File: src/rtl/conf_int_mul_issue_ctrl_if.sv
// Operand/result handshake bundle between the issue controller and its client.
// The slave side is the controller; the master side is the requester plus multiplier.
interface conf_int_mul_issue_ctrl_if #(
    parameter int DATA_PATH_BITWIDTH = 24
);
    logic                            in_valid;
    logic                            in_ready;
    logic [DATA_PATH_BITWIDTH-1:0]   in_a;
    logic [DATA_PATH_BITWIDTH-1:0]   in_b;
    logic                            in_apx;
    logic                            mul_racc;
    logic                            mul_rapx;
    logic [DATA_PATH_BITWIDTH-1:0]   mul_a;
    logic [DATA_PATH_BITWIDTH-1:0]   mul_b;
    logic [DATA_PATH_BITWIDTH-3:0]   mul_d;
    logic                            out_valid;
    logic                            out_ready;
    logic [DATA_PATH_BITWIDTH-3:0]   out_d;
    logic                            out_apx;
    logic                            mode;

    modport master (
        output in_valid, in_a, in_b, in_apx, mul_d, out_ready,
        input  in_ready, mul_racc, mul_rapx, mul_a, mul_b, out_valid, out_d, out_apx, mode
    );

    modport slave (
        input  in_valid, in_a, in_b, in_apx, mul_d, out_ready,
        output in_ready, mul_racc, mul_rapx, mul_a, mul_b, out_valid, out_d, out_apx, mode
    );
endinterface

File: src/rtl/conf_int_mul_issue_ctrl.sv
// Issue controller for a configurable-accuracy multiplier: accepts one operand pair,
// switches the multiplier mode when needed, waits out the latency and holds the result.
module conf_int_mul_issue_ctrl #(
    parameter int OP_BITWIDTH        = 16,
    parameter int DATA_PATH_BITWIDTH = 24,
    parameter int LAT                = 2,
    parameter int SWITCH_CYCLES      = 2
) (
    input  logic                     clk,
    input  logic                     rst,
    conf_int_mul_issue_ctrl_if.slave bus
);
    localparam int DPW   = DATA_PATH_BITWIDTH;
    localparam int RW    = DPW - 2;
    localparam int CMAX  = (LAT > SWITCH_CYCLES) ? LAT : SWITCH_CYCLES;
    localparam int CNT_W = $clog2(CMAX + 1);

    if (LAT < 1 || SWITCH_CYCLES < 1 || OP_BITWIDTH > DPW) begin : g_param_chk
        $error("conf_int_mul_issue_ctrl: illegal parameter combination");
    end

    typedef enum logic [1:0] {IDLE, SWITCH, WAIT, HOLD} state_e;

    state_e             state_q, state_d;
    logic [CNT_W-1:0]   cnt_q, cnt_d;
    logic               mode_q, mode_d;
    logic               req_apx_q;
    logic [DPW-1:0]     mul_a_q, mul_b_q;
    logic               racc_q, rapx_q;
    logic               out_valid_q;
    logic [RW-1:0]      out_d_q;
    logic               out_apx_q;

    logic               accept;
    logic               need_switch;
    logic               capture;
    logic               release_hold;

    assign accept       = bus.in_valid && (state_q == IDLE);
    assign need_switch  = (bus.in_apx != mode_q);
    assign capture      = (state_q == WAIT) && (cnt_q == '0);
    assign release_hold = (state_q == HOLD) && bus.out_ready;

    always_ff @(posedge clk or posedge rst) begin
        if (rst) begin
            state_q <= IDLE;
            cnt_q   <= '0;
            mode_q  <= 1'b0;
        end else begin
            state_q <= state_d;
            cnt_q   <= cnt_d;
            mode_q  <= mode_d;
        end
    end

    always_comb begin
        state_d = state_q;
        cnt_d   = cnt_q;
        mode_d  = mode_q;
        case (state_q)
            IDLE: begin
                if (accept) begin
                    if (need_switch) begin
                        state_d = SWITCH;
                        cnt_d   = CNT_W'(SWITCH_CYCLES - 1);
                    end else begin
                        state_d = WAIT;
                        cnt_d   = CNT_W'(LAT - 1);
                    end
                end
            end
            SWITCH: begin
                if (cnt_q == '0) begin
                    // The multiplier has settled in the new mode; start the result wait.
                    mode_d  = req_apx_q;
                    state_d = WAIT;
                    cnt_d   = CNT_W'(LAT - 1);
                end else begin
                    cnt_d = cnt_q - CNT_W'(1);
                end
            end
            WAIT: begin
                if (cnt_q == '0) begin
                    state_d = HOLD;
                end else begin
                    cnt_d = cnt_q - CNT_W'(1);
                end
            end
            HOLD: begin
                if (bus.out_ready) begin
                    state_d = IDLE;
                end
            end
            default: state_d = IDLE;
        endcase
    end

    always_comb begin
        bus.in_ready  = (state_q == IDLE);
        bus.mode      = mode_q;
        bus.mul_racc  = racc_q;
        bus.mul_rapx  = rapx_q;
        bus.mul_a     = mul_a_q;
        bus.mul_b     = mul_b_q;
        bus.out_valid = out_valid_q;
        bus.out_d     = out_d_q;
        bus.out_apx   = out_apx_q;
    end

    // Operand, mode-request pulse and result registers.
    always_ff @(posedge clk or posedge rst) begin
        if (rst) begin
            req_apx_q   <= 1'b0;
            mul_a_q     <= '0;
            mul_b_q     <= '0;
            racc_q      <= 1'b0;
            rapx_q      <= 1'b0;
            out_valid_q <= 1'b0;
            out_d_q     <= '0;
            out_apx_q   <= 1'b0;
        end else begin
            if (accept) begin
                mul_a_q   <= bus.in_a;
                mul_b_q   <= bus.in_b;
                req_apx_q <= bus.in_apx;
            end
            // Pulses land exactly in the first SWITCH cycle.
            racc_q <= accept && need_switch && !bus.in_apx;
            rapx_q <= accept && need_switch &&  bus.in_apx;
            if (capture) begin
                out_d_q     <= bus.mul_d;
                out_apx_q   <= req_apx_q;
                out_valid_q <= 1'b1;
            end else if (release_hold) begin
                out_valid_q <= 1'b0;
            end
        end
    end
endmodule

File: src/flat_wrapper.sv
// flat-port wrapper written by rule: the top's interface ports become plain ports
module conf_int_mul_issue_ctrl_flat 
#(
    parameter int OP_BITWIDTH        = 16,
    parameter int DATA_PATH_BITWIDTH = 24,
    parameter int LAT                = 2,
    parameter int SWITCH_CYCLES      = 2
)
  (clk, rst, bus_in_valid, bus_in_a, bus_in_b, bus_in_apx, bus_mul_d, bus_out_ready, bus_in_ready, bus_mul_racc, bus_mul_rapx, bus_mul_a, bus_mul_b, bus_out_valid, bus_out_d, bus_out_apx, bus_mode);
  conf_int_mul_issue_ctrl_if #(.DATA_PATH_BITWIDTH(DATA_PATH_BITWIDTH)) bus_i ();
  input  logic clk;
  input  logic rst;
  input wire logic [$bits(bus_i.in_valid)-1:0] bus_in_valid;
  input wire logic [$bits(bus_i.in_a)-1:0] bus_in_a;
  input wire logic [$bits(bus_i.in_b)-1:0] bus_in_b;
  input wire logic [$bits(bus_i.in_apx)-1:0] bus_in_apx;
  input wire logic [$bits(bus_i.mul_d)-1:0] bus_mul_d;
  input wire logic [$bits(bus_i.out_ready)-1:0] bus_out_ready;
  output wire logic [$bits(bus_i.in_ready)-1:0] bus_in_ready;
  output wire logic [$bits(bus_i.mul_racc)-1:0] bus_mul_racc;
  output wire logic [$bits(bus_i.mul_rapx)-1:0] bus_mul_rapx;
  output wire logic [$bits(bus_i.mul_a)-1:0] bus_mul_a;
  output wire logic [$bits(bus_i.mul_b)-1:0] bus_mul_b;
  output wire logic [$bits(bus_i.out_valid)-1:0] bus_out_valid;
  output wire logic [$bits(bus_i.out_d)-1:0] bus_out_d;
  output wire logic [$bits(bus_i.out_apx)-1:0] bus_out_apx;
  output wire logic [$bits(bus_i.mode)-1:0] bus_mode;
  assign bus_i.in_valid = bus_in_valid;
  assign bus_i.in_a = bus_in_a;
  assign bus_i.in_b = bus_in_b;
  assign bus_i.in_apx = bus_in_apx;
  assign bus_i.mul_d = bus_mul_d;
  assign bus_i.out_ready = bus_out_ready;
  assign bus_in_ready = bus_i.in_ready;
  assign bus_mul_racc = bus_i.mul_racc;
  assign bus_mul_rapx = bus_i.mul_rapx;
  assign bus_mul_a = bus_i.mul_a;
  assign bus_mul_b = bus_i.mul_b;
  assign bus_out_valid = bus_i.out_valid;
  assign bus_out_d = bus_i.out_d;
  assign bus_out_apx = bus_i.out_apx;
  assign bus_mode = bus_i.mode;
  conf_int_mul_issue_ctrl #(.OP_BITWIDTH(OP_BITWIDTH), .DATA_PATH_BITWIDTH(DATA_PATH_BITWIDTH), .LAT(LAT), .SWITCH_CYCLES(SWITCH_CYCLES)) u_core (.clk(clk), .rst(rst), .bus(bus_i));
endmodule
File: config.mk
export PLATFORM = sky130hd
export DESIGN_NAME = conf_int_mul_issue_ctrl_flat
export DESIGN_NICKNAME = d
export VERILOG_FILES = /design/src/rtl/conf_int_mul_issue_ctrl_if.sv /design/src/rtl/conf_int_mul_issue_ctrl.sv /design/src/flat_wrapper.sv
export SDC_FILE = /design/constraint.sdc
export NUM_CORES = 1
export LEC_CHECK = 0
export CAP_MARGIN = 20
export CORE_ASPECT_RATIO = 2
export CORE_MARGIN = 1.5
export CORE_UTILIZATION = 44
export DETAILED_ROUTE_END_ITERATION = 6
export PLACE_DENSITY = 0.92
export REMOVE_ABC_BUFFERS = 1
export SYNTH_ARGS = -nofsm -noshare
export SYNTH_HDL_FRONTEND = slang
export SYNTH_SLANG_ARGS = --single-unit
export TNS_END_PERCENT = 5
File: constraint.sdc
create_clock -name clk -period 3.8 [get_ports clk]
set_input_delay 0.38 -clock clk [delete_from_list [all_inputs] [get_ports clk]]
set_output_delay 0.38 -clock clk [all_outputs]
set_load 0.05 [all_outputs]
; ---- Yosys cells after proc, flatten, opt, wreduce, memory -nomap -nowiden
; Index checks and enable logic that the tools add are counted.
; W data, S select, Z words.
[word_totals]
out_inout_bits = 76
word_cells = 47
in_bits = 75
reg_bits = 80
[classes]
eq_ne = 9
mux = 12
n_reduce_logical = 14
n_addsub = 1
[op_table]
columns = cell, n
row1 = $mux W2, 8
row2 = $pmux W2 S4, 1
row3 = $logic_and A1 B1 Y1, 6
row4 = $ne A2 B2 Y1 const B, 3
row5 = $pmux W2 S3, 1
row6 = $eq A2 B2 Y1 const B, 2
row7 = $logic_not A2 Y1, 2
row8 = $ne A2 B1 Y1 const B, 2
row9 = $reduce_and A4 Y1, 1
row10 = $reduce_and A3 Y1, 1
row11 = $reduce_bool A3 Y1, 1
row12 = $eq A2 B1 Y1 const B, 1
row13 = $mux W1, 2
row14 = $reduce_and A2 Y1, 1
row15 = $reduce_bool A2 Y1, 1
row16 = $sub A2 B1 Y2 const B, 1
row17 = $logic_not A1 Y1, 1
row18 = $ne A1 B1 Y1, 1

; ---- Depth between registers and ports, before layout
[depth]
ltp_word = 4
ltp_mapped = 7
mapped_depth_nobuf = 6

; ---- Worst setup path after synthesis
; OpenSTA, ideal clock, no wires.
[synth_timing]
path_type = register to register
startpoint = reg u_core.state_q[0]
endpoint = reg u_core.mul_a_q[18], in the netlist u_core.bus.mul_a[18]
synth_period_minus_slack_ps = 1861
path_stages_with_launch = 6
t_required_ps = 3675
path_slack_ps = 1939
setup_time_ps = 125
path_buffers = 1
arrival_time_ps = 1737
path_cell_list = dfrtp_1 -> inv_1 -> ha_1 -> nand2_2 -> clkbuf_8 -> mux2_2
[synth_via]
elab_chain_len = 2
[synth_lines]
columns = element, line
row1 = start: declaration, conf_int_mul_issue_ctrl.sv:24  ; state_e state_q, state_d;
row2 = start signal: assignment, conf_int_mul_issue_ctrl.sv:50  ; state_q <= state_d;
row3 = $logic_not A2 Y1, --
row4 = via bus_in_ready, flat_wrapper.sv:19  ; output wire logic [$bits(bus_i.in_ready)-1:0] bus_in_ready;
row5 = $logic_and A1 B1 Y1, conf_int_mul_issue_ctrl.sv:39  ; assign accept = bus.in_valid && (state_q == IDLE);
row6 = end signal: assignment, conf_int_mul_issue_ctrl.sv:123  ; mul_a_q <= bus.in_a;
row7 = end: declaration, conf_int_mul_issue_ctrl.sv:28  ; logic [DPW-1:0] mul_a_q, mul_b_q;
; The timed path passes the listed nets, and every way through them passes these cells.
; A chain may end at the register's enable or synchronous reset.

; ---- Final worst setup path
[layout_timing]
startpoint = reg u_core.state_q[1]
endpoint = out bus_in_ready
[layout_via]
elab_chain_len = 1
[layout_lines]
columns = element, line
row1 = $logic_not A2 Y1, conf_int_mul_issue_ctrl.sv:99  ; bus.in_ready = (state_q == IDLE);
row2 = end: declaration, flat_wrapper.sv:19
; Every way passes these cells.

==> impl_metrics.yaml <==
sta:
  finClkSkew_ns: 0.003445
  drv_slew: 0
  maxSlewHeadroom_pct: 42.88
  fin_setup_tns_ns: 0
  rsz0062_at_grt: "no"
  hold_violations: 0
  worst_slack_ns: 1.431
  fmax_ghz: 0.4221
  setup_viol: 0
  whs_ns: 0.4789
  final.period_utilization_pct: 62.35
  timing.final.crit_period_ns: 2.369
  worst_pin_slew_ns: 0.8559
grt:
  use_met1_pct: 18.95
  grt_overflow: 0
  grt_pass1_wl_um: 11930
  grt_pass1_vias: 2365
  grt_busiest_layer: "met2"
  grt_max_degree: 52
  grt_antenna_before_repair: 0
  met3_usage_pct: 5.665
  gr-usage-met2_pct: 37.19
  grt_util_all_layers_pct: 20.17
yosys:
  ys_ff_latch: 80
  syn_area_mm2: 0.003279
  synth_cells: 207
  synth_top_area_share_pct: 61.05
  syn_avg_cell_area_um2: 15.84
  ys_seq_area_share_pct: 61.05
  synth_warnings: 0
  synthTopCellsByArea: "dfrtp_1 (61%), mux2_2 (20%), mux2_4 (7.3%)"
  yosys.area.top_type: "dfrtp_1"
  synth_cell_type_count: 23
floorplanning:
  die_w_um: 64.05
  io_pins: 151
  core_area_mm2: 0.007212
  die-area_mm2: 0.008011
  row_count: 44
  die_h_um: 125.1
  start_util_pct: 45.47
worst_setup_path:
  crit_arrival_ns: 1.99
  cp-end-kind: "output pin"
  crit_type: "reg -> out"
  cp.required_ns: 3.42
  critical_path.max_fanout: 5
  critPathLaunchType: "flop"
  rrSetupSlack_ns: 1.81
routing:
  via_per_inst: 4.848
  dr.pass1.iters: 4
  ant_nets: 0
  drt_iter0_markers: 40
  drc_errors: 0
  wl_per_cell_um: 16.30
  wl_um: 7512
  vias: 2235
cts:
  cts_tree: "yes"
  cts-htree-levels: 3
  cts_resized: 0
  clk_pin_slew_ns: 0.05
  cts_sinks: 80
  cts_root_buf: "clkbuf_16"
  cts_hold_buf: 0
  clk_latency_ns: 0.33
  postCtsSetupRepairBufs: 0
  clock_path_buffers: 2
  cts_made_buffers: 9
run:
  maxCapViolations: 0
final_layout:
  final_cell_mix: "clkdlybuf4s50_1 (150), dfrtp_1 (80), mux2_2 (58)"
  final_common_cell: "clkdlybuf4s50_1"
  final_nets: 447
  fin_area_mm2: 0.005167
  fill_cells: 505
  diodes: 0
  drive_gt1_share_pct: 26.02
  synthToLayoutAreaGrowth_pct: 57.57
place:
  gp_congestion: 0.7690
  dp_hpwl_um: 5704
  place_ws_ns: 1.726
  place_area_mm2: 0.004848
  portBuffers: 150
min_path:
  worstHoldPathType: "reg -> reg"
run_status:
  status: "finished clean"
## cell usage after synthesis, drive strengths merged
master	n
a21o	1
a21oi	1
a22oi	1
a31oi	1
buf	5
clkbuf	2
dfrtp	80
ha	8
inv	8
mux2	74
nand2	10
nand2b	3
nand3	1
nand4	1
nor2	4
o211ai	1
o21ai	4
o221ai	2
## sequential cells by signal, indices dropped and copies added, names as in the netlist, 2 cells and up
register,flops
u_core.cnt_q,2
u_core.bus.mul_a,24
u_core.state_q,2
u_core.bus.out_d,22
u_core.bus.mul_b,24
## path summary, 6_finish.rpt
path	start	endpoint	cells past startpoint
setup / recovery	u_core.state_q[1]	bus_in_ready	3
hold / removal	u_core.bus.out_valid	u_core.bus.out_valid	2
setup reg to reg	u_core.state_q[0]	u_core.bus.mul_a[16]	5
hold reg to reg	u_core.bus.out_valid	u_core.bus.out_valid	2
max in group asynchronous	rst	u_core.bus.out_d[5]	3
min in group asynchronous	rst	u_core.bus.mul_a[5]	2
## metrics by stage
step           util, %  cells
6_report         71.65    461
5_1_grt          71.65    461
4_1_cts          71.65    461
3_5_place_dp     67.23    445
3_3_place_gp     66.95    444
2_1_floorplan        -    200
## critical path: stages (launching register included)
cell	delay, ns
dfrtp_1	0.41
inv_1	0.14
ha_1	0.27
clkdlybuf4s50_1	0.84
## logic make-up after synthesis
kind of cell | Yosys count | share of synthesized area, %
fa+ha+maj | 8 | 3.052
flops | 80 | 61.05
buf+inv | 15 | 3.472
compound gates | 11 | 2.365
simple gates | 19 | 2.823
mux | 74 | 27.24
## layout make-up
cell class,instances,area [um^2],share of cell area [%]
clock inverters,2,35.03,0.6780
inverters,8,31.28,0.6053
repair buffers,153,1536,29.73
well taps,92,115.1,2.228
flip-flops and latches,80,2002,38.74
multi-input cells,112,1164,22.52
clock buffers,14,284.0,5.496
## layer usage
layer / vias up / part of all wire [%]
met1: 1103 / 32
li1: 1035 / -
met5: - / 0
met3: 20 / 4.7
met4: 0 / 3.7
met2: 77 / 59
Power is not shown: default switching activity piles up to over one toggle a cycle in this logic, so the estimate is an artifact.
